**src/rtl/gray_pos_tracker.sv**
```systemverilog
// Gray-coded position tracker: synchronises a 4-bit Gray word, decodes it and
// turns legal +/-1 steps into a wrapping position count, flagging illegal jumps.
module gray_pos_tracker #(
  parameter int POS_W       = 8,
  parameter int SYNC_STAGES = 2
) (
  input  logic             clk,
  input  logic             rst,
  input  logic             en,
  input  logic [3:0]       g_in,
  input  logic             clr_err,
  output logic [3:0]       bin,
  output logic [POS_W-1:0] pos,
  output logic             step_up,
  output logic             step_dn,
  output logic             err,
  output logic [7:0]       err_cnt
);

  typedef enum logic {FILL, TRACK} state_t;

  localparam int FW = $clog2(SYNC_STAGES + 1);
  localparam logic [FW-1:0] FILL_LAST = FW'(SYNC_STAGES - 1);

  state_t                          state;
  logic [FW-1:0]                   fill_cnt;
  logic [SYNC_STAGES-1:0][3:0]     sync_q;
  logic [3:0]                      gs;
  logic [3:0]                      d;
  logic [3:0]                      prev;
  logic [3:0]                      delta;

  always_ff @(posedge clk or posedge rst) begin
    if (rst) sync_q <= '0;
    else     sync_q <= {sync_q[SYNC_STAGES-2:0], g_in};
  end

  assign gs = sync_q[SYNC_STAGES-1];

  always_comb begin
    d    = '0;
    d[3] = gs[3];
    d[2] = d[3] ^ gs[2];
    d[1] = d[2] ^ gs[1];
    d[0] = d[1] ^ gs[0];
  end

  // Mod-16 difference: 1 is an up step, 15 a down step, anything else nonzero is a jump.
  assign delta = d - prev;

  always_ff @(posedge clk or posedge rst) begin
    if (rst) begin
      state    <= FILL;
      fill_cnt <= '0;
      prev     <= '0;
      bin      <= '0;
      pos      <= '0;
      step_up  <= 1'b0;
      step_dn  <= 1'b0;
      err      <= 1'b0;
      err_cnt  <= '0;
    end else begin
      step_up <= 1'b0;
      step_dn <= 1'b0;
      if (clr_err) begin
        err     <= 1'b0;
        err_cnt <= '0;
      end
      case (state)
        FILL: begin
          if (fill_cnt == FILL_LAST) begin
            prev  <= d;
            bin   <= d;
            state <= TRACK;
          end else begin
            fill_cnt <= fill_cnt + 1'b1;
          end
        end
        TRACK: begin
          bin  <= d;
          prev <= d;
          if (en) begin
            if (delta == 4'd1) begin
              step_up <= 1'b1;
              pos     <= pos + 1'b1;
            end else if (delta == 4'hF) begin
              step_dn <= 1'b1;
              pos     <= pos - 1'b1;
            end else if (delta != 4'd0) begin
              // A jump coinciding with clr_err counts as the first error after the clear.
              err <= 1'b1;
              if (clr_err)               err_cnt <= 8'd1;
              else if (err_cnt != 8'hFF) err_cnt <= err_cnt + 1'b1;
            end
          end
        end
        default: state <= FILL;
      endcase
    end
  end

endmodule

```
**config.mk**
```make
export PLATFORM = sky130hd
export DESIGN_NAME = gray_pos_tracker
export DESIGN_NICKNAME = d
export VERILOG_FILES = /design/src/rtl/gray_pos_tracker.sv
export SDC_FILE = /design/constraint.sdc
export NUM_CORES = 1
export LEC_CHECK = 0
export CORE_MARGIN = 10
export CORE_UTILIZATION = 55
export DETAILED_ROUTE_END_ITERATION = 8
export PLACE_DENSITY = 0.83
export SETUP_SLACK_MARGIN = 0.2
export SLEW_MARGIN = 15
export SYNTH_ARGS = -nofsm -noshare
export SYNTH_HDL_FRONTEND = slang
export SYNTH_SLANG_ARGS = --single-unit
```
**constraint.sdc**
```tcl
create_clock -name clk -period 13.05 [get_ports clk]
set_clock_uncertainty 0.1 [all_clocks]
set_input_delay 2.61 -clock clk [delete_from_list [all_inputs] [get_ports clk]]
set_output_delay 2.61 -clock clk [all_outputs]
set_load 0.02 [all_outputs]
```
* Yosys cells after proc, flatten, opt, wreduce, memory -nomap -nowiden
Index checks and enable logic that the tools add are counted.
** Word-level totals
- Output and inout port bits :: 23
- Bits in registers :: 34
- Logic and storage cells :: 56
** Cells by class
- Equal/unequal tests :: 5
- Add/subtract/negate cells :: 5
- Reduce and logical (&&, ||, !) cells :: 4
- Muxes and demuxes :: 27
- Bitwise gates (word level) :: 5
** Operator list (number)
- $mux W8 :: 10
- $add A8 B1 Y8 const B :: 2
- $mux W1 :: 15
- $ne A8 B8 Y1 const B :: 1
- $pmux W4 S2 :: 1
- $sub A8 B1 Y8 const B :: 1
- $eq A4 B1 Y1 const B :: 1
- $eq A4 B4 Y1 const B :: 1
- $mux W4 :: 1
- $reduce_bool A4 Y1 :: 1
- $sub A4 B4 Y4 :: 1
- $reduce_and A3 Y1 :: 1
- $xor A1 B1 Y1 :: 3
- $add A2 B1 Y2 const B :: 1
- $eq A2 B1 Y1 const B :: 1
- $ne A2 B2 Y1 const B :: 1
- $not A1 Y1 :: 2
- $reduce_and A2 Y1 :: 1
- $reduce_bool A2 Y1 :: 1

* Logic depth before layout (Yosys ltp)
- Depth in word-level cells :: 10
- Mapped depth :: 18
- Gate-level depth less buffers :: 18

* Least setup slack after synthesis
OpenSTA, ideal clock, no wires.
- Path kind :: register to register
- From :: reg sync_q (netlist bit gs[3])
- To :: reg pos[7]
- Stages on the path, launching flop included :: 18
- Slack :: 8870 ps
- Buffers on the path :: 0
- Required time :: 12878 ps
- Clock period less this slack :: 4180 ps
- Arrival :: 4008 ps
- Cell sequence :: dfrtp_1 xor2_1 xor2_1 xnor2_1 ha_1 fa_1 xor2_1 and2_1 nand3_2 nor2_1 inv_2 ha_1 a21o_1 a21o_1 a21oi_1 nand2_1 or4b_1 nand4b_1
** On the way
- Longest elaborated chain between the ends :: 7
- Elaborated cells between the ends (all ways) :: 9
- Those cells by class :: add/sub (1); eq/ne (2); mux (1); bitwise (3); reduce/logical (2)
** Ends and longest elaborated chain
- start, declared :: line 27 : logic [SYNC_STAGES-1:0][3:0] sync_q;
- start signal, assigned :: line 35 : else sync_q <= {sync_q[SYNC_STAGES-2:0], g_in};
- $xor A1 B1 Y1 * :: line 43 : d[2] = d[3] ^ gs[2];
- net d[2] :: line 29 : logic [3:0] d;
- $xor A1 B1 Y1 * :: line 44 : d[1] = d[2] ^ gs[1];
- net d[1] :: line 29
- $xor A1 B1 Y1 :: line 45 : d[0] = d[1] ^ gs[0];
- $sub A4 B4 Y4 * :: line 49 : assign delta = d - prev;
- $eq A4 B1 Y1 or $eq A4 B4 Y1 (tied branches) :: line 83, 86
- $reduce_bool A2 Y1 (no source line)
- $reduce_and A3 Y1 (no source line)
- end signal, assigned :: line 85 : pos <= pos + 1'b1;
- end signal, assigned :: line 88 : pos <= pos - 1'b1;
- end, declared :: line 13 : output logic [POS_W-1:0] pos,
Mark *: on every way through the listed nets, which the timed path passes. The rest lies on a longest branch.
A chain may end at the register's enable or synchronous reset.

* Worst setup path after layout
Ends and elaborated chain as after synthesis.

==> results <==
- The number of buffers inserted for hold repair after clock tree synthesis is 0.
- The later pin in the worst-skew pair is clocked with a latency of 0.35 ns.
- The initial core utilization is 57.68%.
- The number of diodes added for antenna fixing is 0.
- The transition time at the pin with the least slew margin is 0.4953 ns.
- Each instance of the synthesized netlist takes up on average 10.20 um^2.
- The post-synth net total is 193.
- Yosys printed 0 warnings.
- The cell sitting at the root of the clock tree is a clkbuf_4.
- The filler cells instantiated in the layout total 237.
- Static timing analysis puts the maximum clock frequency at 209.8 MHz.
- Summed over all nets, the switching power comes to 171.3 uW.
- The synthesized area is 1775 um^2.
- The total wire length is 3660 um.
- Setup repair after global routing left no endpoint under its margin.
- Clock-pin slew was measured on the worst setup and hold paths at 0.11 ns.
- Dividing total power by cell area gives a power density of 203.3 nW/um^2.
- The commonest cells after synthesis are dfrtp_1, nand2_1, nor2_1, a21oi_1.
- The minimum period implied by the final worst setup slack is 4.768 ns.
- In this run the tool buffered the top-level ports with 30 buffer cells.
- The number of distinct standard cells referenced by the synthesized netlist is 42.
- Once detail routing completed, the nets flagged for antenna violations numbered 0.
- The sequential share of power is 31.7%.
- The first global-routing pass estimated 6341 um of wire.
- The most used standard cell by instance count after synthesis is dfrtp_1.
- The reported leakage power is 0.0009255 uW.
- The finished cells cover 2237 um^2.
- Dividing the final minimum period by the clock period gives 36.53%.
- The worst hold path belongs to the class reg -> reg.
- The setup slack of the most critical reg-to-reg path is 8.28 ns.
- Of all flip-flops after synthesis, the portion carrying an async set or reset was 100.0%.
- 31 I/O pins were placed.
- Yosys mapped a number of flops with a built-in enable equal to 0.
- Hold is met by 0.2591 ns.
- The cell internal power dissipation is 283.5 uW.
- The H-tree generated during clock tree synthesis spans 2 levels.
- The x dimension of the die is 76.82 um.
- The CTS tree is yes.
- The via total after detailed routing is 1,405.
- The critical path data arrival time is 4.95 ns.
- Across every metal layer, demand over resource in global routing totals 12.65%.
- The number of gates given a new drive strength after cts is 0.
- The share of total power in the clock network is 21.7%.
- Setup violations remaining at the end of the flow were counted as 0.
- The number of violations reported at the end of detailed-routing iteration 0 is 136.
- The HPWL after detailed placement is 2735 um.
- Yosys attributes the largest share of cell area to dfrtp_1, ha_1, xnor2_1.
- The number of global-route vias before repair is 1,407.
- The total overflow reported by the global router is 0.
- The standard-cell row count is 20.
- The floorplan step defined a die boundary enclosing 5901 um^2.
- The critical path goes through xor2_1 > xor2_1 > xnor2_1 > ha_1 > fa_1 > xor2_1 > and2_1 > nand3_2 > nor2_1 > inv_2 > ha_1 > a21o_1 > a21o_1 > a21oi_1 > nand2_1 > or4b_1 > nand4b_1.
- For this design, the slowest cell found on the critical path is or4b_1.
- The maximum fanout along the worst path is 8.
- The worst hold path terminates at gs[3].
- In this design, the largest share of critical-path delay is due to simple AND/OR/NAND/NOR gates.
- The initial antenna violation count is 0.
- The total power is 454.8 uW.
- After synthesis the netlist holds a flip-flop and latch count of 34.
- The largest area contributor in the synthesized netlist is dfrtp_1.
- For this run, the slowest stage of the critical path takes 0.47 ns.
- The detailed-route DRC error count is 0.
- The height of the chip is 76.82 um.
- In this run the critical register-to-register path is launched from gs[3].
- The peak ir drop on the vdd network is 0.09679 mV.
- Entering global routing, the biggest net connects 35 pins.
- The share of the yosys chip area belonging to registers is 47.92%.
- The number of CTS-inserted buffers is 5.
- Data on the critical path is required at its endpoint by 13.23 ns.
- The most used flip-flop cell after synthesis is dfrtp_1.
- The clock passes through at most 2 buffers.
- The average wire per standard cell is 14.35 um.
- The number of failing hold endpoints at the final stage was 0.
- The tree built by TritonCTS fans out to 34 sinks.
- The run finished with clean final reports.
- The total area inside the core boundary comes to 3078 um^2.
- The share of layout cells above drive strength 1 is 9.479%.
- The net count of the finished layout is 229.
- Relative to the synthesized area, the layout overhead comes to 26.00%.
- The area after detailed placement is 2131 um^2.
- In this run switching power makes up 37.66% of total power.
- Max-cap violations in this run came to 0.
- The relative slew slack is 66.86%.
- Synthesis produced 174 cells.
- At the end of routability-driven placement, the weighted congestion stood at 0.8148.
- The count of final max-slew check failures is 0.
- STA classifies the critical path endpoint as a register.
- The area share of the largest cell type after synthesis is 47.92%.
- The pre-antenna-repair detailed-routing pass consisted of 4 iterations.
- The startpoint of the most critical hold path is sync_q[3].
- The sum of negative setup slack is 0 ns.
- In this run the post-CTS setup repair buffer count came out at 0.
- The portion of total power attributed to combinational logic is 46.5%.
- The total buffers and inverters traversed by the critical path is 1.
- The path type of the worst setup path is reg -> reg.
- The via density per instance is 5.510.
- The most frequent cell on the critical path is xor2_1.
- The type of origin of the critical path is a register.
- The depth of the worst register-to-register path is 17.
- The final core utilization is 72.68%.
- In this run the critical register-to-register path is captured at pos[7].
- The worst hold path passes through 0 cells.
[layout by cell type (no fill, tap or decap), types with 4 or more instances in the layout]
master	instances
a21o_1	4
a21oi_1	11
clkbuf_4	5
clkdlybuf4s50_1	30
dfrtp_1	34
ha_1	10
inv_1	8
nand2_1	17
nand3_1	6
nor2_1	17
o21ai_0	6
xnor2_1	10
xor2_1	4
[stage by stage]
step                      setup slack (ns)  instances
after floorplan                      8.870        174
after global placement               8.689        247
after detailed placement             8.391        247
after CTS                            8.335        255
after global routing                 8.072        255
final                                8.282        255
[sequential cells by signal, summed over array words and instances, names as in the netlist]
| name | flops |
|---|---|
| err | 1 |
| err_cnt | 8 |
| fill_cnt | 2 |
| gs | 4 |
| pos | 8 |
| prev | 4 |
| state | 1 |
| step_dn | 1 |
| step_up | 1 |
| sync_q | 4 |
[metal layers]
metal  share of wire, %  track usage (%)  routed length [um]  vias to the layer above
met5                  0                0                   0                        -
met4                1.1            4.089                  40                        0
met3                8.1            5.478                 296                        6
met2                 48            20.99                1754                       37
met1                 43            14.22                1569                      671
li1                   -                -                   -                      691
[logic make-up after synthesis]
logic type	Yosys count	share of synthesized area (%)
DFF	34	47.92
muxes	5	3.030
and+or+nand+nor	63	18.04
adders and majority gates	11	8.175
AOI/OAI and AO/OA	35	13.39
xor gates and xnor gates	14	6.906
buffers and inverters	12	2.537
[cell type report]
| cell class | count | area [um^2] | area share (%) |
|---|---|---|---|
| flip-flops and latches | 34 | 850.8 | 38.03 |
| repair buffers | 31 | 307.8 | 13.76 |
| well taps | 44 | 55.05 | 2.461 |
| clock inverters | 3 | 68.82 | 3.076 |
| inverters | 10 | 37.54 | 1.678 |
| clock buffers | 5 | 37.54 | 1.678 |
| multi-input cells | 128 | 879.6 | 39.32 |
[worst max path at each step]
stage	start	endpoint	depth (start not counted)
6_report	gs[3]	pos[7]	17
3_5_place_dp	gs[3]	pos[7]	17
4_1_cts	gs[3]	pos[7]	17
3_3_place_gp	gs[3]	pos[7]	17
2_1_floorplan	gs[3]	pos[7]	17
5_1_grt	gs[3]	pos[7]	17
[power groups by stage]
stage	Clock, uW	Combinational (uW)	Sequential [uW]
6_report	98.9	212	144
3_5_place_dp	0	209	146
3_3_place_gp	0	202	145
5_1_grt	106	232	148
4_1_cts	101	211	144
2_1_floorplan	0	126	163
(Power assumes the default switching activity.)
